## src/rtl/alu_mul_seq.sv

```systemverilog
// ---------------------------------------------------------------------------
// alu_mul_seq
// Multi-cycle unsigned shift-add multiplier that borrows the shared
// combinational ALU for every addition. An accepted start latches the
// operands. The block then runs one shift-add step per cycle for WIDTH
// cycles and pulses o_done with the full 2*WIDTH product.
//
// Ports
//   i_clk          clock, rising edge
//   i_rst_n        asynchronous active-low reset
//   i_start        start request, accepted when o_busy=0 (IDLE or DONE)
//   i_a, i_b       multiplicand / multiplier, sampled on accepted start
//   o_busy         high while the shift-add loop runs
//   o_done         one-cycle pulse, product valid
//   o_product_hi   upper product word (register hi)
//   o_product_lo   lower product word (register lo)
//   o_alu_a        ALU operand a = hi
//   o_alu_b        ALU operand b = multiplicand
//   o_alu_control  ALU operation select, always add (3'b010)
//   i_alu_result   ALU sum, hi + multiplicand
// ---------------------------------------------------------------------------
module alu_mul_seq #(
    parameter int WIDTH = 32
) (
    input  logic             i_clk,
    input  logic             i_rst_n,
    input  logic             i_start,
    input  logic [WIDTH-1:0] i_a,
    input  logic [WIDTH-1:0] i_b,
    output logic             o_busy,
    output logic             o_done,
    output logic [WIDTH-1:0] o_product_hi,
    output logic [WIDTH-1:0] o_product_lo,
    output logic [WIDTH-1:0] o_alu_a,
    output logic [WIDTH-1:0] o_alu_b,
    output logic [2:0]       o_alu_control,
    input  logic [WIDTH-1:0] i_alu_result
);

    localparam int         CW      = $clog2(WIDTH + 1);
    localparam logic [2:0] ALU_ADD = 3'b010;

    typedef enum logic [1:0] {
        S_IDLE = 2'd0,
        S_RUN  = 2'd1,
        S_DONE = 2'd2
    } state_t;

    state_t           r_state;
    logic [WIDTH-1:0] r_hi;
    logic [WIDTH-1:0] r_lo;
    logic [WIDTH-1:0] r_mcand;
    logic [CW-1:0]    r_count;
    logic             r_busy;
    logic             r_done;
    logic             w_carry;

    // The ALU has no carry-out, so the carry is recovered from the operand
    // MSBs and the sum MSB.
    function automatic logic add_carry(input logic a_msb, input logic b_msb,
                                       input logic s_msb);
        return (a_msb & b_msb) | ((a_msb | b_msb) & ~s_msb);
    endfunction

    // ALU drive and carry recovery, combinational from the registers
    always_comb begin
        o_alu_a       = r_hi;
        o_alu_b       = r_mcand;
        o_alu_control = ALU_ADD;
        w_carry       = add_carry(r_hi[WIDTH-1], r_mcand[WIDTH-1],
                                  i_alu_result[WIDTH-1]);
    end

    // Sequencer FSM with registered busy/done flags and product registers
    always_ff @(posedge i_clk or negedge i_rst_n) begin
        if (!i_rst_n) begin
            r_state <= S_IDLE;
            r_hi    <= {WIDTH{1'b0}};
            r_lo    <= {WIDTH{1'b0}};
            r_mcand <= {WIDTH{1'b0}};
            r_count <= {CW{1'b0}};
            r_busy  <= 1'b0;
            r_done  <= 1'b0;
        end else begin
            case (r_state)
                // DONE accepts a new start exactly like IDLE (back-to-back ops)
                S_IDLE, S_DONE: begin
                    if (i_start) begin
                        if ((i_a == {WIDTH{1'b0}}) || (i_b == {WIDTH{1'b0}})) begin
                            // Zero operand: product is trivially 0, skip the loop
                            r_hi    <= {WIDTH{1'b0}};
                            r_lo    <= {WIDTH{1'b0}};
                            r_state <= S_DONE;
                            r_busy  <= 1'b0;
                            r_done  <= 1'b1;
                        end else begin
                            r_mcand <= i_a;
                            r_hi    <= {WIDTH{1'b0}};
                            r_lo    <= i_b;
                            r_count <= CW'(WIDTH);
                            r_state <= S_RUN;
                            r_busy  <= 1'b1;
                            r_done  <= 1'b0;
                        end
                    end else begin
                        r_state <= S_IDLE;
                        r_busy  <= 1'b0;
                        r_done  <= 1'b0;
                    end
                end
                S_RUN: begin
                    // lo doubles as the multiplier: its LSB selects add-or-skip,
                    // and product bits shift in from the top as it drains.
                    if (r_lo[0]) begin
                        {r_hi, r_lo} <= {w_carry, i_alu_result, r_lo[WIDTH-1:1]};
                    end else begin
                        {r_hi, r_lo} <= {1'b0, r_hi, r_lo[WIDTH-1:1]};
                    end
                    r_count <= r_count - CW'(1);
                    if (r_count == CW'(1)) begin
                        r_state <= S_DONE;
                        r_busy  <= 1'b0;
                        r_done  <= 1'b1;
                    end else begin
                        r_state <= S_RUN;
                        r_busy  <= 1'b1;
                        r_done  <= 1'b0;
                    end
                end
                default: begin
                    r_state <= S_IDLE;
                    r_busy  <= 1'b0;
                    r_done  <= 1'b0;
                end
            endcase
        end
    end

    assign o_busy       = r_busy;
    assign o_done       = r_done;
    assign o_product_hi = r_hi;
    assign o_product_lo = r_lo;

endmodule

```

## config.mk

```make
export PLATFORM = sky130hd
export DESIGN_NAME = alu_mul_seq
export DESIGN_NICKNAME = d
export VERILOG_FILES = /design/src/rtl/alu_mul_seq.sv
export SDC_FILE = /design/constraint.sdc
export NUM_CORES = 1
export LEC_CHECK = 0
export CORE_AREA = 3 3 113 115
export DETAILED_ROUTE_END_ITERATION = 10
export DIE_AREA = 0 0 116 118
export GPL_TIMING_DRIVEN = 0
export PLACE_DENSITY = 0.86
export REMOVE_ABC_BUFFERS = 1
export SYNTH_ARGS = -nofsm -noshare
export SYNTH_HDL_FRONTEND = slang
export SYNTH_SLANG_ARGS = --single-unit
```

## constraint.sdc

```tcl
create_clock -name i_clk -period 1.5 [get_ports i_clk]
set_input_delay 0.15 -clock i_clk [delete_from_list [all_inputs] [get_ports i_clk]]
set_output_delay 0.15 -clock i_clk [all_outputs]
set_load 0.01 [all_outputs]
```

Yosys cells after proc, flatten, opt, wreduce, memory -nomap -nowiden

Cells that the tools add are included.

Bits in registers: 106
Input bits: 99
Output and inout bits: 133
Word-level logic and storage cells: 50

Add/sub/neg operators: 1
Equal/unequal tests: 5
Multiplexer cells: 22
Bitwise logic cells: 6
Reductions and logical operators: 9

Operators by type and width:

| cell                                                                   | number |
|---|---|
| 32-bit 2-to-1 mux                                                      | 5 |
| 32-bit one-hot mux with 2 select lines                                 | 2 |
| 32-bit logical NOT                                                     | 2 |
| 6-bit 2-to-1 mux                                                       | 2 |
| 6-bit one-hot mux with 2 select lines                                  | 1 |
| 6-bit by 1-bit equality test with 1-bit output (second input constant) | 1 |
| 1-bit 2-to-1 mux                                                       | 6 |
| 2-bit 2-to-1 mux                                                       | 3 |
| 3-bit AND reduction                                                    | 2 |
| 6-bit by 1-bit subtractor with 6-bit output (second input constant)    | 1 |
| 2-bit != test (second input constant)                                  | 2 |
| 1-bit one-hot mux with 2 select lines                                  | 2 |
| 2-bit one-hot mux with 2 select lines                                  | 1 |
| 1-bit bitwise AND                                                      | 2 |
| 2-bit by 1-bit equality test with 1-bit output (second input constant) | 1 |
| 2-bit equality test (second input constant)                            | 1 |
| 2-bit logical NOT                                                      | 1 |
| 1-bit inverter                                                         | 2 |
| 1-bit bitwise OR                                                       | 2 |
| 2-bit AND reduction                                                    | 1 |
| 2-bit nonzero test                                                     | 1 |
| 2-bit OR reduction                                                     | 1 |
| 1-bit logical OR                                                       | 1 |

Longest topological paths before layout

Word-level depth: 5
Depth in mapped cells: 7
Mapped depth without buffers: 5

Least setup slack after synthesis

No wires, ideal clock.

Kind: reg-to-reg
Start point: register r_state[0]
End point: register r_lo[0] (netlist: o_product_lo[0])
Library setup time: 0.067 ns
Arrival: 1.391 ns
Required time: 1.433 ns
Path slack: 0.042 ns
Stages on the path, launching flop included: 6
Path buffers: 1
Period minus slack after synthesis: 1.458 ns
Path through: dfrtp_1 -> nor2b_1 -> nor2_1 -> clkbuf_1 -> a22oi_1 -> nand2_1

Cells in the longest elaborated chain, start to end: 4
Elaborated cells on any way between the ends: 8
Classes of those cells: eq/ne (3); mux (1); reduce/logical (4)

Ends and longest elaborated chain:

| what                                                                        | line | RTL |
|---|---|---|
| start: declaration                                                          | 49   | `state_t r_state;` |
| start signal: assignment                                                    | 77   | `r_state <= S_IDLE;` |
| start signal: assignment                                                    | 93   | `r_state <= S_DONE;` |
| start signal: assignment                                                    | 101  | `r_state <= S_RUN;` |
| 2-bit equality test / 2-bit logical NOT (equally long branches)             | 85   | `case (r_state)` |
| 2-bit OR reduction                                                          | 85   |  |
| 2-bit != test (no source line) / 2-bit nonzero test (equally long branches) | --   |  |
| 2-bit AND reduction (no source line)                                        | --   |  |
| end signal: assignment                                                      | 79   | `r_lo <= {WIDTH{1'b0}};` |
| end signal: assignment                                                      | 92   | `r_lo <= {WIDTH{1'b0}};` |
| end signal: assignment                                                      | 99   | `r_lo <= i_b;` |
| end: declaration                                                            | 51   | `logic [WIDTH-1:0] r_lo;` |

Several ways; a longest one is shown, not always the timed one.
A chain may end at the register's enable or synchronous reset.

Worst setup path in the final report

Start point: register r_hi[26] (netlist: o_alu_a[26])
End point: output port o_alu_a[26]

RTL lines:

| what                     | line | RTL |
|---|---|---|
| start: declaration       | 50   | `logic [WIDTH-1:0] r_hi;` |
| start signal: assignment | 78   | `r_hi <= {WIDTH{1'b0}};` |
| start signal: assignment | 91   | `r_hi <= {WIDTH{1'b0}};` |
| start signal: assignment | 98   | `r_hi <= {WIDTH{1'b0}};` |
| end: declaration         | 34   | `output logic [WIDTH-1:0] o_alu_a,` |

No word-level cell between the ends.

==> results.sh <==
export IMPL_power_density_nw_per_um2=2030
export IMPL_syn2layout_area_growth_pct=68.1
export IMPL_fin_crit_sh_pct=98.8
export IMPL_wirelength_um=18000
export IMPL_first_global_vias=5019
export IMPL_required_ns=1.35
export IMPL_hold_violations=0
export IMPL_die_w_um=116
export IMPL_drive_gt1_share_pct=17.2
export IMPL_insertion_delay_ns=0.34
export IMPL_hold_class="input port to register"
export IMPL_die_h_um=118
export IMPL_hold_slack_ns=0.0392
export IMPL_path_cells="clkdlybuf4s50_1"
export IMPL_core_area_um2=11900
export IMPL_cts_root_buf="clkbuf_16"
export IMPL_max_slew_margin_rel_pct=60.2
export IMPL_ys_warn_count=0
export IMPL_grt_usage_pct=26.0
export IMPL_slowest_delay_ns=0.58
export IMPL_drc_errors=0
export IMPL_final_common_cell="nand2_1"
export IMPL_start_util_pct=40.6
export IMPL_max_freq_mhz=675
export IMPL_die_area_um2=13700
export IMPL_ant_nets=0
export IMPL_instances_no_fill=905
export IMPL_finalCriticalPeriod_ns=1.48
export IMPL_overflow=0
export IMPL_antenna_found_initial=0
export IMPL_end_kind="output port"
export IMPL_gp_congestion=0.811
export IMPL_grt_max_degree=61
export IMPL_worst_pin_slew_ns=0.597
export IMPL_status="finished clean"
export IMPL_crit_family="buffers and inverters"
export IMPL_setup_viol=0
export IMPL_ys_ff_latch=104
export IMPL_ctsHtreeMaxLevel=3
export IMPL_grt_pass1_wl_um=27500
export IMPL_cts_buffer_depth=2
export IMPL_critPathMaxFanout=4
export IMPL_startpoint_type="register"
export IMPL_path_buf_inv=1
export IMPL_drt_iter0_drc=315
export IMPL_syn_avg_cell_area_um2=9.45
export IMPL_seq_area_frac_synth_pct=53.9
export IMPL_dp_hpwl_um=11000
export IMPL_layout_nets=854
export IMPL_clk_pin_slew_ns=0.07
export IMPL_pre_cts_slack_ns=-1.15
export IMPL_syn_cell_area_um2=4830
export IMPL_portBuffers=228
export IMPL_antenna_cells=0
export IMPL_cts_tree="built"
export IMPL_layout_common_cells="nand2_1, clkdlybuf4s50_1, dfrtp_1"
export IMPL_dpl_instance_area_um2=6970
export IMPL_fin_ws_ns=0.0180
export IMPL_slew_viol_final=0
export IMPL_via_count=4889
export IMPL_drv_cap=0
export IMPL_wl_per_cell_um=19.9
export IMPL_finalClockSkew_ns=0.00504
export IMPL_synth_cells=511
export IMPL_cp_slowest_cell="clkdlybuf4s50_1"
export IMPL_first_pass_iters=5
export IMPL_std_cell_rows=40
export IMPL_dp_cells=827
export IMPL_synth_cell_type_count=32
export IMPL_cts_num_sinks=104
export IMPL_cp_arrival_ns=1.33
export IMPL_cellLeakagePower_uw=0.00393
export IMPL_ioPinCount=232
export IMPL_final_cell_area_um2=8120
export IMPL_cts_made_buffers=9
export IMPL_critPathKind="register to output port"
export IMPL_ir_drop_v=0.000940
export IMPL_via_per_inst=5.40
[cells in the mapped netlist]
cell	n	area, um^2
nor3_1	1	5.00
buf_6	7	78.8
mux2_2	1	11.3
a31o_2	1	8.76
buf_2	2	10.0
o22ai_1	3	18.8
nand2b_1	1	6.26
buf_4	35	263
maj3_1	1	10.0
and3_1	1	6.26
buf_1	3	11.3
o311ai_0	1	8.76
nor4_1	16	100
o221a_2	1	11.3
o21ai_0	33	165
conb_1	2	7.51
ha_1	2	25.0
nand3_1	2	10.0
o221ai_2	1	15.0
a21oi_1	1	5.00
a32o_1	1	10.0
clkbuf_1	16	60.1
mux2i_1	32	320
xor2_1	2	17.5
dfrtp_1	104	2600
nor2_1	6	22.5
a22o_1	1	8.76
nand4_1	5	31.3
inv_1	3	11.3
nand2_1	193	724
a22oi_1	31	233
nor2b_1	2	12.5
[worst reg2reg max path, cell delays in order, from the launching register on]
cell	delay, ns
dfrtp_2	0.50
nor2b_4	0.21
buf_12	0.15
nand4_1	0.11
nor2_1	0.19
nor3_1	0.08
a21oi_1	0.14
[layout make-up]
cell class                      count  area, um^2
Multi-Input combinational cell    353        2180
Inverter                            3        11.3
Tap cell                          147         184
Sequential cell                   104        2610
Timing Repair Buffer              282        2850
Fill cell                         923        3790
Clock buffer                       10         229
Clock inverter                      6        60.1
[cell families (layout without fill, tap and decap cells)]
family,after synthesis,after routing,synth area share (%)
AO/OA/AOI/OAI,74,81,10.0
AND/OR/NAND/NOR,227,231,19.0
multiplexers,33,33,6.86
buffers and inverters,66,301,8.99
XOR/XNOR,2,2,0.363
flip-flops,104,104,53.9
other,2,3,0.155
adder cells (fa/ha/maj),3,3,0.725
[stage by stage]
step | TNS [ns] | util, % | total power, uW
after CTS | 0 | 66.6 | 16400
after floorplan | -136.03 | - | 8440
after global placement | -672.09 | 57.7 | 12700
after global routing | -0.292 | 68.2 | 17500
final | 0 | 68.2 | 16500
after detailed placement | -91.11 | 58.5 | 13200
[where the power goes]
group	internal (uW)	switching, uW
Clock	1290	1020
Combinational	4790	3990
Sequential	4180	1190
[worst paths after layout]
check	endpoint	slack, ns	from	cells past startpoint
setup / recovery	o_alu_a[26]	0.02	o_alu_a[26]$_DFFE_PN0P_	1
hold / removal	o_product_lo[21]$_DFFE_PN0P_	0.04	i_b[21]	3
setup reg to reg	r_count[5]$_DFFE_PN0P_	0.05	o_done$_DFF_PN0_	6
hold reg to reg	o_alu_b[7]$_DFFE_PN0P_	0.48	o_alu_b[7]$_DFFE_PN0P_	2
max in group asynchronous	o_done$_DFF_PN0_	0.39	i_rst_n	3
min in group asynchronous	o_alu_a[9]$_DFFE_PN0P_	0.38	i_rst_n	2
[per-layer routing]
metal,share of wire (%),track usage [%]
met5,0,0
met4,2.1,9.57
met3,7.9,5.91
met2,51,44.1
met1,40,31.9
[sequential cells by signal, indices dropped and copies added (netlist names)]
name          cells
o_done            1
r_state           1
o_alu_b          32
o_product_lo     32
o_alu_a          32
r_count           6
[timing repair]
item | 4_1_cts | 5_1_grt
pin swaps | 26 | 24
gates resized for setup | 97 | 89
buffers inserted | 37 | 10
setup endpoints to repair | 111 | 109
cloned | 14 | 0
endpoints found under the hold margin | 44 | 0
hold buffers | 1 | 0
Note: power is estimated with default switching activity, not from simulation.
